$ cat src/rtl/vending_fsm_multi_if.sv
// Bundle of all vending machine front-end and back-end signals
// (coin, keypad, restock, dispenser and hopper).
// The master side is the environment; the slave side is the FSM.
interface vending_fsm_multi_if #(
  parameter int CODE_W   = 2,
  parameter int COUNT_W  = 3,
  parameter int MONEY_W  = 4,
  parameter int CREDIT_W = 8,
  parameter int STOCK_W  = 4
);
  logic                coin_valid;
  logic [MONEY_W-1:0]  coin_value;
  logic                coin_reject;
  logic                sel_valid;
  logic [CODE_W-1:0]   sel_code;
  logic [COUNT_W-1:0]  sel_count;
  logic                cancel;
  logic                restock_valid;
  logic [CODE_W-1:0]   restock_code;
  logic [STOCK_W-1:0]  restock_count;
  logic                posibility;
  logic                sel_reject;
  logic                dispense_valid;
  logic [CODE_W-1:0]   dispense_code;
  logic [COUNT_W-1:0]  dispense_count;
  logic                dispense_ready;
  logic                change_valid;
  logic [CREDIT_W-1:0] remaining;
  logic                change_ready;
  logic [CREDIT_W-1:0] credit;

  modport master (
    output coin_valid, coin_value, sel_valid, sel_code, sel_count, cancel,
           restock_valid, restock_code, restock_count, dispense_ready, change_ready,
    input  coin_reject, posibility, sel_reject, dispense_valid, dispense_code,
           dispense_count, change_valid, remaining, credit
  );

  modport slave (
    input  coin_valid, coin_value, sel_valid, sel_code, sel_count, cancel,
           restock_valid, restock_code, restock_count, dispense_ready, change_ready,
    output coin_reject, posibility, sel_reject, dispense_valid, dispense_code,
           dispense_count, change_valid, remaining, credit
  );
endinterface

$ cat src/rtl/vending_fsm_multi.sv
// Vending machine controller: accumulates coin credit, checks a selection
// against price and stock, then hands dispense and change off over valid/ready.
// Selection result pulses 2 edges after the request; outputs hold until ready.
module vending_fsm_multi #(
  parameter int N_ITEMS  = 4,
  parameter int CODE_W   = 2,
  parameter int COUNT_W  = 3,
  parameter int MONEY_W  = 4,
  parameter int CREDIT_W = 8,
  parameter int STOCK_W  = 4,
  parameter logic [STOCK_W-1:0] STOCK_INIT = 4'd5,
  // item i lives at [i*MONEY_W +: MONEY_W]: item0=3, item1=4, item2=5, item3=6
  parameter logic [N_ITEMS*MONEY_W-1:0] PRICES = {4'd6, 4'd5, 4'd4, 4'd3}
) (
  input  logic clk,
  input  logic rst_n,
  vending_fsm_multi_if.slave bus
);

  typedef enum logic [1:0] {IDLE, CHECK, DISPENSE, CHANGE} state_t;

  state_t              state, state_nx;
  logic [CREDIT_W-1:0] credit_q, credit_nx;
  logic [CODE_W-1:0]   code_q;
  logic [COUNT_W-1:0]  count_q;
  logic [STOCK_W-1:0]  stock    [N_ITEMS];
  logic [STOCK_W-1:0]  stock_nx [N_ITEMS];
  logic                coin_reject_q, posibility_q, sel_reject_q;

  // coin acceptance: only in IDLE and only if the credit cannot wrap
  logic [CREDIT_W:0]   coin_sum;
  logic                coin_ok, coin_rej;
  logic [CREDIT_W-1:0] credit_after_coin;

  // selection evaluation for the latched code/count
  logic                code_in_range;
  logic [MONEY_W-1:0]  price;
  logic [STOCK_W-1:0]  stock_sel;
  logic [CREDIT_W-1:0] price_ext, count_ext, cost;
  logic                sel_ok, accept, reject;

  // coin arithmetic, done one bit wider so overflow is visible
  always_comb begin
    coin_sum          = {1'b0, credit_q} + {{(CREDIT_W+1-MONEY_W){1'b0}}, bus.coin_value};
    coin_ok           = bus.coin_valid && (state == IDLE) && !coin_sum[CREDIT_W];
    coin_rej          = bus.coin_valid && !coin_ok;
    credit_after_coin = coin_ok ? coin_sum[CREDIT_W-1:0] : credit_q;
  end

  // price/stock lookup and the accept/reject decision made in CHECK
  always_comb begin
    code_in_range = 1'b0;
    price         = '0;
    stock_sel     = '0;
    for (int i = 0; i < N_ITEMS; i++) begin
      if (code_q == CODE_W'(i)) begin
        code_in_range = 1'b1;
        price         = PRICES[i*MONEY_W +: MONEY_W];
        stock_sel     = stock[i];
      end
    end
    price_ext = {{(CREDIT_W-MONEY_W){1'b0}}, price};
    count_ext = {{(CREDIT_W-COUNT_W){1'b0}}, count_q};
    cost      = price_ext * count_ext;
    sel_ok    = (count_q != '0) && code_in_range &&
                !(32'(stock_sel) < 32'(count_q)) && !(credit_q < cost);
    accept    = (state == CHECK) && sel_ok;
    reject    = (state == CHECK) && !sel_ok;
  end

  // stock update: CHECK decrement and restock merge in one step, then saturate
  always_comb begin
    for (int i = 0; i < N_ITEMS; i++) begin
      logic [STOCK_W:0] tmp;
      tmp = {1'b0, stock[i]};
      if (accept && (code_q == CODE_W'(i)))
        tmp = tmp - (STOCK_W+1)'(count_q);
      if (bus.restock_valid && (bus.restock_code == CODE_W'(i)))
        tmp = tmp + {1'b0, bus.restock_count};
      stock_nx[i] = tmp[STOCK_W] ? {STOCK_W{1'b1}} : tmp[STOCK_W-1:0];
    end
  end

  // state register
  always_ff @(posedge clk or negedge rst_n) begin
    if (!rst_n) state <= IDLE;
    else        state <= state_nx;
  end

  // next-state and next-credit logic
  always_comb begin
    state_nx  = state;
    credit_nx = credit_q;
    unique case (state)
      IDLE: begin
        credit_nx = credit_after_coin;
        if (bus.cancel)         state_nx = (credit_after_coin != '0) ? CHANGE : IDLE;
        else if (bus.sel_valid) state_nx = CHECK;
      end
      CHECK: begin
        if (accept) begin
          credit_nx = credit_q - cost;
          state_nx  = DISPENSE;
        end else begin
          state_nx  = IDLE;
        end
      end
      DISPENSE: begin
        if (bus.dispense_ready) state_nx = (credit_q != '0) ? CHANGE : IDLE;
      end
      CHANGE: begin
        if (bus.change_ready) begin
          credit_nx = '0;
          state_nx  = IDLE;
        end
      end
      default: state_nx = IDLE;
    endcase
  end

  // datapath registers: credit, latched selection, stock, result pulses
  always_ff @(posedge clk or negedge rst_n) begin
    if (!rst_n) begin
      credit_q      <= '0;
      code_q        <= '0;
      count_q       <= '0;
      coin_reject_q <= 1'b0;
      posibility_q  <= 1'b0;
      sel_reject_q  <= 1'b0;
      for (int i = 0; i < N_ITEMS; i++) stock[i] <= STOCK_INIT;
    end else begin
      credit_q      <= credit_nx;
      coin_reject_q <= coin_rej;
      posibility_q  <= accept;
      sel_reject_q  <= reject;
      if ((state == IDLE) && bus.sel_valid && !bus.cancel) begin
        code_q  <= bus.sel_code;
        count_q <= bus.sel_count;
      end
      for (int i = 0; i < N_ITEMS; i++) stock[i] <= stock_nx[i];
    end
  end

  // outputs: handshake requests decoded from state, data zeroed when not valid
  always_comb begin
    bus.coin_reject    = coin_reject_q;
    bus.posibility     = posibility_q;
    bus.sel_reject     = sel_reject_q;
    bus.dispense_valid = (state == DISPENSE);
    bus.dispense_code  = (state == DISPENSE) ? code_q  : '0;
    bus.dispense_count = (state == DISPENSE) ? count_q : '0;
    bus.change_valid   = (state == CHANGE);
    bus.remaining      = (state == CHANGE) ? credit_q : '0;
    bus.credit         = credit_q;
  end

endmodule

$ cat src/flat_wrapper.sv
// flat-port wrapper written by rule: the top's interface ports become plain ports
module vending_fsm_multi_flat 
#(
  parameter int N_ITEMS  = 4,
  parameter int CODE_W   = 2,
  parameter int COUNT_W  = 3,
  parameter int MONEY_W  = 4,
  parameter int CREDIT_W = 8,
  parameter int STOCK_W  = 4,
  parameter logic [STOCK_W-1:0] STOCK_INIT = 4'd5,
                                                                               
  parameter logic [N_ITEMS*MONEY_W-1:0] PRICES = {4'd6, 4'd5, 4'd4, 4'd3}
)
  (clk, rst_n, bus_coin_valid, bus_coin_value, bus_sel_valid, bus_sel_code, bus_sel_count, bus_cancel, bus_restock_valid, bus_restock_code, bus_restock_count, bus_dispense_ready, bus_change_ready, bus_coin_reject, bus_posibility, bus_sel_reject, bus_dispense_valid, bus_dispense_code, bus_dispense_count, bus_change_valid, bus_remaining, bus_credit);
  vending_fsm_multi_if #(.CODE_W(CODE_W), .COUNT_W(COUNT_W), .MONEY_W(MONEY_W), .CREDIT_W(CREDIT_W), .STOCK_W(STOCK_W)) bus_i ();
  input  logic clk;
  input  logic rst_n;
  input wire logic [$bits(bus_i.coin_valid)-1:0] bus_coin_valid;
  input wire logic [$bits(bus_i.coin_value)-1:0] bus_coin_value;
  input wire logic [$bits(bus_i.sel_valid)-1:0] bus_sel_valid;
  input wire logic [$bits(bus_i.sel_code)-1:0] bus_sel_code;
  input wire logic [$bits(bus_i.sel_count)-1:0] bus_sel_count;
  input wire logic [$bits(bus_i.cancel)-1:0] bus_cancel;
  input wire logic [$bits(bus_i.restock_valid)-1:0] bus_restock_valid;
  input wire logic [$bits(bus_i.restock_code)-1:0] bus_restock_code;
  input wire logic [$bits(bus_i.restock_count)-1:0] bus_restock_count;
  input wire logic [$bits(bus_i.dispense_ready)-1:0] bus_dispense_ready;
  input wire logic [$bits(bus_i.change_ready)-1:0] bus_change_ready;
  output wire logic [$bits(bus_i.coin_reject)-1:0] bus_coin_reject;
  output wire logic [$bits(bus_i.posibility)-1:0] bus_posibility;
  output wire logic [$bits(bus_i.sel_reject)-1:0] bus_sel_reject;
  output wire logic [$bits(bus_i.dispense_valid)-1:0] bus_dispense_valid;
  output wire logic [$bits(bus_i.dispense_code)-1:0] bus_dispense_code;
  output wire logic [$bits(bus_i.dispense_count)-1:0] bus_dispense_count;
  output wire logic [$bits(bus_i.change_valid)-1:0] bus_change_valid;
  output wire logic [$bits(bus_i.remaining)-1:0] bus_remaining;
  output wire logic [$bits(bus_i.credit)-1:0] bus_credit;
  assign bus_i.coin_valid = bus_coin_valid;
  assign bus_i.coin_value = bus_coin_value;
  assign bus_i.sel_valid = bus_sel_valid;
  assign bus_i.sel_code = bus_sel_code;
  assign bus_i.sel_count = bus_sel_count;
  assign bus_i.cancel = bus_cancel;
  assign bus_i.restock_valid = bus_restock_valid;
  assign bus_i.restock_code = bus_restock_code;
  assign bus_i.restock_count = bus_restock_count;
  assign bus_i.dispense_ready = bus_dispense_ready;
  assign bus_i.change_ready = bus_change_ready;
  assign bus_coin_reject = bus_i.coin_reject;
  assign bus_posibility = bus_i.posibility;
  assign bus_sel_reject = bus_i.sel_reject;
  assign bus_dispense_valid = bus_i.dispense_valid;
  assign bus_dispense_code = bus_i.dispense_code;
  assign bus_dispense_count = bus_i.dispense_count;
  assign bus_change_valid = bus_i.change_valid;
  assign bus_remaining = bus_i.remaining;
  assign bus_credit = bus_i.credit;
  vending_fsm_multi #(.N_ITEMS(N_ITEMS), .CODE_W(CODE_W), .COUNT_W(COUNT_W), .MONEY_W(MONEY_W), .CREDIT_W(CREDIT_W), .STOCK_W(STOCK_W), .STOCK_INIT(STOCK_INIT), .PRICES(PRICES)) u_core (.clk(clk), .rst_n(rst_n), .bus(bus_i));
endmodule
$ cat config.mk
export PLATFORM = sky130hd
export DESIGN_NAME = vending_fsm_multi_flat
export DESIGN_NICKNAME = d
export VERILOG_FILES = /design/src/rtl/vending_fsm_multi_if.sv /design/src/rtl/vending_fsm_multi.sv /design/src/flat_wrapper.sv
export SDC_FILE = /design/constraint.sdc
export NUM_CORES = 1
export LEC_CHECK = 0
export ABC_CLOCK_PERIOD_IN_PS = 16100
export BUFFER_PORTS_ARGS = -buffer_cell sky130_fd_sc_hd__buf_2
export CAP_MARGIN = 0
export CELL_PAD_IN_SITES_DETAIL_PLACEMENT = 1
export CELL_PAD_IN_SITES_GLOBAL_PLACEMENT = 2
export CORE_MARGIN = 4
export CORE_UTILIZATION = 39
export CTS_CLUSTER_SIZE = 28
export DETAILED_ROUTE_END_ITERATION = 12
export HOLD_SLACK_MARGIN = 0.06
export PLACE_DENSITY = 0.95
export SETUP_SLACK_MARGIN = 0.3
export SYNTH_ARGS = -nofsm -noshare
export SYNTH_HDL_FRONTEND = slang
export SYNTH_SLANG_ARGS = --single-unit
$ cat constraint.sdc
create_clock -name clk -period 16.1 [get_ports clk]
set_clock_uncertainty 0.15 [all_clocks]
set_input_delay 1.61 -clock clk [delete_from_list [all_inputs] [get_ports clk]]
set_output_delay 1.61 -clock clk [all_outputs]
set_load 0.05 [all_outputs]
==> impl_summary.log, run 1 <==
[metrics] status: completed
[metrics] highest clock rate: 170 MHz
[metrics] Syn Inst Count: 461
[metrics] Sum Neg Setup Slack: 0 ns
[metrics] area taken by flip-flops and latches: 861 um2
[metrics] Clock Pin Slew Worst Setup and Hold Paths: 0.07 ns
[metrics] total setup violations reported at the end of the flow: 0
[metrics] routed length per placed instance: 17.2 um
[metrics] starting density of the core: 0.400
[metrics] most used flip-flop cell after synthesis: dfrtp_1
[metrics] vias in the first global route: 3748
[metrics] start-to-end type of the worst setup path: reg2reg
[metrics] Die Ht: 108 um
[metrics] count of warnings emitted by yosys: 0
[metrics] cell area after technology mapping: 3910 um2
[metrics] count of buffers from port buffering: 48
[metrics] PostCTS Resize Cnt: 0
[metrics] clock buffer count from CTS: 5
[metrics] proportion of synthesized chip area in sequential cells: 0.220
[metrics] maximum number of pins on one net before global-route repair: 35
[metrics] fill cell instance count of the final layout: 1233
[metrics] Max Buffers Root-to-Sink: 2
[metrics] worst endpoint required time: 16.12 ns
[metrics] number of library cell types mapped by synthesis: 63
[metrics] commonest cells after routing, fill and taps aside: 50 x ha_1, 48 x buf_2, 47 x inv_1
[metrics] TritonCTS clock tree: done
[metrics] path depth of the worst reg2reg path: 23
[metrics] Critical R2R Capture: u_core.stock[3]$_DFF_PN0_
[metrics] register-to-register setup slack: 10.22 ns
[metrics] Max-cap violations: 0
[metrics] most frequent standard cell in the layout excluding fill and tap cells: ha_1
[metrics] number of remaining DRC errors: 0
[metrics] Worst Max-Slew Pin Slew: 1.03 ns
[metrics] CORE AREA: 9770 um2
[metrics] post-detail-place hpwl: 8820 um
[metrics] critical path arrival: 5.90 ns
[metrics] post-route fraction of the period consumed by the critical path: 0.365
[metrics] Final Hold Violating Endpoints: 0
[metrics] number of cells on the worst hold path: 3
[metrics] Clock Sink Count: 34
[metrics] total global routing track utilization: 0.197
[metrics] largest driver fanout on the critical path: 6
[metrics] combined area of the multi-input logic cells: 2830 um2
[metrics] ports placed on the boundary: 49
[metrics] drt first pass iters: 4
[metrics] Final nets: 590
[metrics] Iteration-0 DRC Markers: 115
[metrics] row count: 36
[metrics] number of setup buffers added after CTS: 0
[metrics] Critical Path, Cell by Cell: inv_1 -> ha_1 -> nand2b_1 -> fa_1 -> inv_1 -> ha_1 -> inv_1 -> fa_1 -> xor2_1 -> ha_1 -> o211a_4 -> o21ai_4 -> a211oi_4 -> nand3_1 -> o21ai_0 -> ha_1 -> inv_1 -> fa_1 -> nor2b_1 -> o21a_1 -> o21ai_0 -> xnor2_1 -> a211o_1
[metrics] number of synthesized flops with an enable pin: 0
[metrics] number of H-tree levels: 2
[metrics] root buffer selected by CTS: clkbuf_8
[metrics] hold wc startpoint: u_core.stock[10]$_DFF_PN1_
[metrics] overall die area: 11700 um2
[metrics] type of the most critical hold path: reg2reg
[metrics] WL final: 11000 um
[metrics] antenna diode count: 0
[metrics] Worst Setup Start Kind: flip-flop
[metrics] proportion of synthesized flip-flops having asynchronous set or reset: 1.00
[metrics] slowest cell on the critical path: fa_1
[metrics] critical path endpoint category: flip-flop
[metrics] cell area after layout: 4370 um2
[metrics] routed via count: 3488
[metrics] GPL Wtd Cong: 0.870
[metrics] worst max-slew margin expressed relative to the limit: 0.314
[metrics] fraction of final layout cells with drive strength greater than 1: 0.162
[metrics] synthesized area divided by synthesized cell count: 8.49 um2
[metrics] fin crit period: 5.88 ns
[metrics] area post-placement: 4280 um2
[metrics] Post-Synthesis Net Count: 546
[metrics] antenna violations before repair: 0
[metrics] Die W: 108 um
[metrics] later-pin clock latency in the skew report: 0.30 ns
[metrics] worst slack on hold paths: 0.477 ns
[metrics] Final Max Tran Viols: 0
[metrics] launch point of the worst reg-to-reg path: u_core.code_q[0]$_DFFE_PN0P_
[metrics] flops & latches, synth: 34
[metrics] P&R area growth vs syn: 11.6%
[metrics] worst hold endpoint: u_core.stock[10]$_DFF_PN1_
[metrics] drt via density: 5.46
[metrics] residual antenna-violating net count after detailed routing: 0
[metrics] RSZ-0062 raised after global routing: false
[metrics] hold-fix buffers at CTS: 0
[metrics] Crit path largest cell delay: 0.46 ns
[metrics] remaining global-route overflow: 0
[metrics] wire length of the first global-routing pass: 18400 um
[synth_stat cells, types with 11 or more instances]
cell / number / area (um2)
inv_1: 47 / 176
nand2_1: 36 / 135
o21a_1: 11 / 82.6
nor2b_1: 20 / 125
o211ai_1: 12 / 90.1
dfrtp_1: 26 / 651
a21oi_1: 29 / 145
xor2_1: 11 / 96.3
o21ai_0: 26 / 130
xnor2_1: 15 / 131
nor2_1: 36 / 135
nor3_1: 15 / 75.1
ha_1: 50 / 626
fa_1: 12 / 240
[sequential cells by signal, indices dropped and copies added (netlist names)]
register	flops
u_core.state	2
u_core.bus.posibility	1
u_core.count_q	3
u_core.bus.sel_reject	1
u_core.stock	16
u_core.code_q	2
u_core.bus.credit	8
u_core.bus.coin_reject	1
[area by class of cell]
class	instances	share of cell area
inverters	47	0.0404
clock buffers	8	0.0206
flip-flops and latches	34	0.197
repair buffers	49	0.0567
well taps	133	0.0381
multi-input cells	368	0.647
[stage by stage]
stage | instances | util | setup WS, ns
after floorplan | 461 | - | 10.87
after global placement | 631 | 0.438 | 10.56
after detailed placement | 631 | 0.438 | 10.26
after CTS | 639 | 0.447 | 10.18
after global routing | 639 | 0.447 | 9.76
final | 639 | 0.447 | 10.22
[per-layer routing]
layer,vias up,track usage,wire (um)
li1,1709,-,-
met2,74,0.361,5490
met1,1691,0.237,4890
met5,-,0,0
met3,14,0.0245,409
met4,0,0.0685,214
[logic make-up (layout without fill, tap and decap cells)]
| kind of cell | count (synthesis) | after routing | share of synthesized area |
|---|---|---|---|
| AO/OA/AOI/OAI | 118 | 118 | 0.217 |
| XOR/XNOR | 28 | 28 | 0.0665 |
| adder cells (fa/ha/maj) | 62 | 62 | 0.221 |
| buffers and inverters | 59 | 104 | 0.0576 |
| flip-flops | 34 | 34 | 0.220 |
| multiplexers | 6 | 6 | 0.0163 |
| AND/OR/NAND/NOR | 154 | 154 | 0.201 |
[critical path, delay by kind of cell (launching register included)]
kind | cells | cell delay (ns)
fa+ha+maj | 7 | 2.34
compound gates | 7 | 1.53
simple gates | 3 | 0.60
flops | 1 | 0.43
xor+xnor | 2 | 0.35
buf+inv | 4 | 0.34
[worst max-delay path by stage]
stage	from	end	cells past startpoint
after global placement	u_core.code_q[0]$_DFFE_PN0P_	u_core.stock[3]$_DFF_PN0_	23
after floorplan	u_core.code_q[0]$_DFFE_PN0P_	u_core.stock[3]$_DFF_PN0_	23
after CTS	u_core.code_q[0]$_DFFE_PN0P_	u_core.stock[3]$_DFF_PN0_	23
after global routing	u_core.code_q[0]$_DFFE_PN0P_	u_core.stock[3]$_DFF_PN0_	23
final	u_core.code_q[0]$_DFFE_PN0P_	u_core.stock[3]$_DFF_PN0_	23
after detailed placement	u_core.code_q[0]$_DFFE_PN0P_	u_core.stock[3]$_DFF_PN0_	23
Power of run 1 is not shown: default switching activity piles up to over one toggle a cycle in this logic, so the estimate is an artifact.
==> inputs of run 2 (changes only) <==
--- a/config.mk
+++ b/config.mk
@@ -5,17 +5,18 @@
 export SDC_FILE = /design/constraint.sdc
 export NUM_CORES = 1
 export LEC_CHECK = 0
-export ABC_CLOCK_PERIOD_IN_PS = 16100
+export ABC_AREA = 1
+export ABC_CLOCK_PERIOD_IN_PS = 5100
 export BUFFER_PORTS_ARGS = -buffer_cell sky130_fd_sc_hd__buf_2
 export CAP_MARGIN = 0
 export CELL_PAD_IN_SITES_DETAIL_PLACEMENT = 1
 export CELL_PAD_IN_SITES_GLOBAL_PLACEMENT = 2
 export CORE_MARGIN = 4
-export CORE_UTILIZATION = 39
+export CORE_UTILIZATION = 30
 export CTS_CLUSTER_SIZE = 28
 export DETAILED_ROUTE_END_ITERATION = 12
 export HOLD_SLACK_MARGIN = 0.06
-export PLACE_DENSITY = 0.95
+export PLACE_DENSITY = 0.86
 export SETUP_SLACK_MARGIN = 0.3
 export SYNTH_ARGS = -nofsm -noshare
 export SYNTH_HDL_FRONTEND = slang
==> constraint.sdc (replaced) <==
create_clock -name clk -period 5.1 [get_ports clk]
set_clock_uncertainty 0.15 [all_clocks]
set_input_delay 0.51 -clock clk [delete_from_list [all_inputs] [get_ports clk]]
set_output_delay 0.51 -clock clk [all_outputs]
set_load 0.05 [all_outputs]
==> run 2 against run 1 <==
Compared with the run above:
- worst hold slack got worse by 0.27 ns
- first-iteration DRC count stayed put
- core utilization down 5.6 points
- global-route usage fell by 2.9 points
- maximum frequency up 19%
- worst setup slack got worse by 10 ns
- non-clock buffer count increased by 37
- sequential share of layout area decreased by 3.2 points
==> impl_summary.log, run 2 <==
[metrics] status: completed
[metrics] hold-fix buffers at CTS: 0
[metrics] top cells by area in the synthesized netlist: dfrtp_1 16%, ha_1 15%, nand2_1 15%, inv_1 8.7%, fa_1 5.8%
[metrics] cell class contributing the biggest share of worst-path delay: adder cells
[metrics] TritonCTS clock tree: done
[metrics] Die Ht: 125 um
[metrics] Final nets: 777
[metrics] register-to-register setup slack: 0.16 ns
[metrics] Die W: 125 um
[metrics] cell area after layout: 5220 um2
[metrics] CORE AREA: 13300 um2
[metrics] Biggest register: u_core.stock
[metrics] Syn Inst Count: 605
[metrics] slowest cell on the critical path: fa_1
[metrics] maximum number of pins on one net before global-route repair: 35
[metrics] fraction of final layout cells with drive strength greater than 1: 0.283
[metrics] Sum Neg Setup Slack: 0 ns
[metrics] worst slack on hold paths: 0.205 ns
[metrics] start-to-end type of the worst setup path: reg2reg
[metrics] GPL Wtd Cong: 0.843
[metrics] Worst Setup Start Kind: flip-flop
[metrics] number of H-tree levels: 2
[metrics] root buffer selected by CTS: clkbuf_16
[metrics] worst setup path start: u_core.code_q[0]$_DFFE_PN0P_
[metrics] row count: 42
[metrics] most used flip-flop cell after synthesis: dfrtp_1
[metrics] residual antenna-violating net count after detailed routing: 0
[metrics] post-route fraction of the period consumed by the critical path: 0.968
[metrics] Worst Max-Slew Pin Slew: 0.905 ns
[metrics] Max-cap violations: 0
[metrics] RSZ-0062 raised after global routing: true
[metrics] count of warnings emitted by yosys: 0
[metrics] most common cell type on the critical path: inv_2
[metrics] overall die area: 15700 um2
[metrics] clock buffer count from CTS: 5
[metrics] drt via density: 4.83
[metrics] routed via count: 4200
[metrics] most numerous cell types in the synthesized netlist: 160 x nand2_1, 95 x inv_1, 56 x nor2_1, 50 x ha_1, 35 x a21oi_1
[metrics] max reg flops: 16
[metrics] cell taking the most area after synthesis: dfrtp_1
[metrics] fin crit period: 4.94 ns
[metrics] commonest cells after routing, fill and taps aside: 143 x nand2_1, 88 x inv_1, 52 x nor2_1
[metrics] area post-placement: 4640 um2
[metrics] vias in the first global route: 4437
[metrics] ports placed on the boundary: 49
[metrics] synthesized area divided by synthesized cell count: 6.80 um2
[metrics] Crit path largest cell delay: 0.43 ns
[metrics] type of the most critical hold path: in2async
[metrics] later-pin clock latency in the skew report: 0.28 ns
[metrics] number of synthesized flops with an enable pin: 0
[metrics] number of library cell types mapped by synthesis: 37
[metrics] area share of the largest cell type after synthesis: 0.158
[metrics] starting density of the core: 0.308
[metrics] Clock Sink Count: 34
[metrics] cell area after technology mapping: 4120 um2
[metrics] most frequent standard cell in the layout excluding fill and tap cells: nand2_1
[metrics] total setup violations reported at the end of the flow: 0
[metrics] total global routing track utilization: 0.168
[metrics] P&R area growth vs syn: 26.7%
[metrics] DP Worst Slack: -0.186 ns
[metrics] Iteration-0 DRC Markers: 115
[metrics] Post-Synthesis Net Count: 690
[metrics] number of remaining DRC errors: 0
[metrics] Final Max Tran Viols: 0
[metrics] Max Buffers Root-to-Sink: 2
[metrics] post-detail-place hpwl: 10500 um
[metrics] antenna diode count: 0
[metrics] proportion of synthesized chip area in sequential cells: 0.209
[metrics] critical path arrival: 4.96 ns
[metrics] flops & latches, synth: 34
[metrics] routed length per placed instance: 15.5 um
[metrics] final worst slack: 0.162 ns
[metrics] antenna violations before repair: 0
[metrics] critical path endpoint category: flip-flop
[metrics] remaining global-route overflow: 0
[metrics] worst max-slew margin expressed relative to the limit: 0.397
[metrics] proportion of synthesized flip-flops having asynchronous set or reset: 1.00
[metrics] largest driver fanout on the critical path: 4
[metrics] wire length of the first global-routing pass: 21700 um
[metrics] Final Hold Violating Endpoints: 0
[metrics] launch point of the worst reg-to-reg path: u_core.code_q[0]$_DFFE_PN0P_
[metrics] fill cell instance count of the final layout: 1714
[metrics] most common cell in the synthesized netlist: nand2_1
[metrics] count of buffers from port buffering: 48
[metrics] worst endpoint required time: 5.13 ns
[metrics] Clock Pin Slew Worst Setup and Hold Paths: 0.06 ns
[metrics] sum of buffers and inverters on the critical path: 6
[metrics] highest clock rate: 203 MHz
[metrics] drt first pass iters: 4
[metrics] WL final: 13500 um
run 2: cell count changes in the layout (fill, tap and decap cells not counted), sizes merged, moves of 11 or more:
cell and delta:
nand3 +25, buf +37, o21a -11, nor2 +27, nand2 +129, o211ai -11
inv +60, nor2b -20
run 2: worst reg2reg max path, delay by kind of cell, from the launching register on:
family          cells  cell delay (ns)
compound gates      2             0.27
flops               1             0.39
xor+xnor            1             0.15
fa+ha+maj           7             1.95
buf+inv             6             0.56
simple gates       13             1.38
run 2: routing by layer:
metal	vias to the layer above	track usage	share of wire
met5	-	0	0
met4	0	0.0408	0.021
met3	19	0.0235	0.023
met2	50	0.304	0.51
met1	2027	0.211	0.45
li1	2104	-	-
run 2: timing repair:
| item | 4_1_cts | 5_1_grt |
|---|---|---|
| gates resized for setup | 24 | 40 |
| setup buffers | 14 | 12 |
| pin swaps | 30 | 34 |
| endpoints found under the setup margin | 16 | 16 |
run 2: cells by family after synthesis:
kind of cell | share of synthesized area
buffers and inverters | 0.109
adders and majority gates | 0.210
DFF | 0.209
xor gates and xnor gates | 0.0340
AOI/OAI and AO/OA | 0.126
and+or+nand+nor | 0.312
run 2: path summary, 6_finish.rpt:
kind / end / cells after the start
worst max-delay path: u_core.stock[13]$_DFF_PN0_ / 29
worst min-delay path: u_core.bus.credit[0]$_DFFE_PN0P_ / 1
worst max register to register: u_core.stock[13]$_DFF_PN0_ / 29
worst min register to register: u_core.stock[4]$_DFF_PN1_ / 4
max in group asynchronous: u_core.stock[7]$_DFF_PN0_ / 1
min in group clk: u_core.bus.coin_reject$_DFF_PN0_ / 3
run 2: per-stage QoR:
| step | util | instances |
|---|---|---|
| floorplan | - | 605 |
| global placement | 0.348 | 835 |
| detailed placement | 0.348 | 835 |
| CTS | 0.373 | 857 |
| global route | 0.391 | 869 |
| finish | 0.391 | 869 |
run 2: layout make-up:
cell class / count / area [um2] / share of cell area
repair buffers: 86 / 574 / 0.110
clock inverters: 2 / 10.0 / 0.00192
multi-input cells: 458 / 3020 / 0.579
clock buffers: 6 / 129 / 0.0247
inverters: 107 / 404 / 0.0775
well taps: 176 / 220 / 0.0422
flip-flops and latches: 34 / 861 / 0.165
Power of run 2 is left out for the same reason.
==> inputs of run 3 (changes only) <==
--- a/config.mk
+++ b/config.mk
@@ -6,7 +6,7 @@
 export NUM_CORES = 1
 export LEC_CHECK = 0
 export ABC_AREA = 1
-export ABC_CLOCK_PERIOD_IN_PS = 5100
+export ABC_CLOCK_PERIOD_IN_PS = 4500
 export BUFFER_PORTS_ARGS = -buffer_cell sky130_fd_sc_hd__buf_2
 export CAP_MARGIN = 0
 export CELL_PAD_IN_SITES_DETAIL_PLACEMENT = 1
==> constraint.sdc (replaced) <==
create_clock -name clk -period 4.5 [get_ports clk]
set_clock_uncertainty 0.15 [all_clocks]
set_input_delay 0.45 -clock clk [delete_from_list [all_inputs] [get_ports clk]]
set_output_delay 0.45 -clock clk [all_outputs]
set_load 0.05 [all_outputs]
==> run 3 against run 2 <==
Compared with the run above:
- the run now ends with setup timing left
- global-route usage increased by 0.37 points
- critical path type unchanged
- sequential cell count stayed put
- register-to-register slack worse by 0.57 ns
- first-iteration DRC count is 4.3% higher
- highest routed layer unchanged
- maximum frequency grew 0.59%
- wire length is 3.4% higher
- worst setup slack lost 0.57 ns
- die area did not move
- core utilization up 2.3 points
- via count increased by 2.4%
==> impl_summary.log, run 3 (synthesized netlist as in run 2, its figures left out) <==
[metrics] slowest cell on the critical path: fa_1
[metrics] post-detail-place hpwl: 10700 um
[metrics] count of buffers from port buffering: 48
[metrics] routed via count: 4302
[metrics] Clock Sink Count: 34
[metrics] start-to-end type of the worst setup path: reg2reg
[metrics] highest clock rate: 204 MHz
[metrics] Final Hold Violating Endpoints: 0
[metrics] worst max-slew margin expressed relative to the limit: 0.444
[metrics] most frequent standard cell in the layout excluding fill and tap cells: nand2_1
[metrics] Final Max Tran Viols: 0
[metrics] WL final: 13900 um
[metrics] antenna violations before repair: 0
[metrics] hold-fix buffers at CTS: 0
[metrics] share of the core filled with cells: 0.414
[metrics] Worst Setup Start Kind: flip-flop
[metrics] number of remaining DRC errors: 0
[metrics] violations in the final reports: setup timing
[metrics] largest driver fanout on the critical path: 4
[metrics] Iteration-0 DRC Markers: 120
[metrics] TritonCTS clock tree: done
[metrics] total global routing track utilization: 0.171
[metrics] GPL Wtd Cong: 0.865
[metrics] final worst slack: -0.409 ns
[metrics] row count: 42
[metrics] routed length per placed instance: 15.5 um
[metrics] overall die area: 15700 um2
[metrics] fraction of final layout cells with drive strength greater than 1: 0.335
[metrics] Crit path largest cell delay: 0.42 ns
[metrics] commonest cells after routing, fill and taps aside: 133 x nand2_1, 86 x inv_1, 62 x buf_4
[metrics] drt first pass iters: 4
[metrics] drt via density: 4.79
[metrics] vias in the first global route: 4599
[metrics] final instance count without filler cells: 899
[metrics] fin crit period: 4.91 ns
[metrics] later-pin clock latency in the skew report: 0.29 ns
[metrics] clock buffer count from CTS: 5
[metrics] antenna diode count: 0
[metrics] CORE AREA: 13300 um2
[metrics] root buffer selected by CTS: clkbuf_16
[metrics] placed instance count: 861
[metrics] Final nets: 807
[metrics] area post-placement: 4880 um2
[metrics] starting density of the core: 0.308
[metrics] total setup violations reported at the end of the flow: 16
[metrics] remaining global-route overflow: 0
[metrics] post-route fraction of the period consumed by the critical path: 1.09
[metrics] Worst Max-Slew Pin Slew: 0.835 ns
[metrics] maximum number of pins on one net before global-route repair: 35
[metrics] status: finished with violations
[metrics] wire length of the first global-routing pass: 22300 um
[metrics] ports placed on the boundary: 49
[metrics] RSZ-0062 raised after global routing: true
[metrics] most common cell type on the critical path: nand2_1
[metrics] Die Ht: 125 um
[metrics] type of the most critical hold path: in2async
[metrics] max reg flops: 16
[metrics] Max Buffers Root-to-Sink: 2
[metrics] critical path arrival: 4.93 ns
[metrics] P&R area growth vs syn: 34.2%
[metrics] worst setup path start: u_core.code_q[0]$_DFFE_PN0P_
[metrics] Clock Pin Slew Worst Setup and Hold Paths: 0.06 ns
[metrics] Biggest register: u_core.stock
[metrics] number of H-tree levels: 2
[metrics] launch point of the worst reg-to-reg path: u_core.code_q[0]$_DFFE_PN0P_
[metrics] Die W: 125 um
[metrics] residual antenna-violating net count after detailed routing: 0
[metrics] worst endpoint required time: 4.52 ns
[metrics] Max-cap violations: 0
[metrics] critical path endpoint category: flip-flop
[metrics] cell area after layout: 5520 um2
## run 3: final cells by class
| type | instances | area, um2 |
|---|---|---|
| Inverter | 107 | 409 |
| Timing Repair Buffer | 116 | 791 |
| Clock buffer | 8 | 146 |
| Sequential cell | 34 | 861 |
| Fill cell | 1750 | 7830 |
| Tap cell | 176 | 220 |
| Multi-Input combinational cell | 458 | 3100 |
## run 3: critical path, delay by kind of cell (launching register included)
family	cells	cell delay, ns
compound gates	2	0.22
xor+xnor	1	0.15
fa+ha+maj	7	1.93
buf+inv	6	0.53
flops	1	0.40
simple gates	13	1.42
## run 3: worst paths after layout
path / to / slack (ns) / cells after the start
hold / removal: u_core.stock[9]$_DFF_PN0_ / 0.12 / 1
max in group asynchronous: u_core.bus.credit[4]$_DFFE_PN0P_ / 3.56 / 1
hold reg to reg: u_core.stock[8]$_DFF_PN1_ / 0.50 / 4
setup reg to reg: u_core.stock[5]$_DFF_PN0_ / -0.41 / 29
setup / recovery: u_core.stock[5]$_DFF_PN0_ / -0.41 / 29
min in group clk: u_core.bus.coin_reject$_DFF_PN0_ / 0.25 / 3
## run 3: repair_timing
action | CTS | global route
setup endpoints to repair | 16 | 18
setup buffers | 17 | 13
pin swaps | 29 | 22
gates resized for setup | 18 | 51
## run 3: per-layer routing
metal | track usage | wire length, um | up-vias | part of all wire
met1 | 0.225 | 6560 | 2076 | 0.47
met4 | 0.0440 | 210 | 0 | 0.015
met5 | 0 | 0 | - | 0
met2 | 0.303 | 6940 | 40 | 0.50
li1 | - | - | 2171 | -
met3 | 0.0166 | 230 | 15 | 0.016
## run 3: stage by stage
| step | hold slack (ns) | TNS (ns) | setup WS [ns] |
|---|---|---|---|
| floorplan | 0.00441 | -2.36 | -0.198 |
| global placement | 0.441 | -3.81 | -0.335 |
| detailed placement | 0.452 | -6.31 | -0.471 |
| CTS | 0.150 | -5.59 | -0.415 |
| global route | 0.187 | -9.63 | -0.675 |
| finish | 0.119 | -5.49 | -0.409 |
Power of run 3 is left out for the same reason.
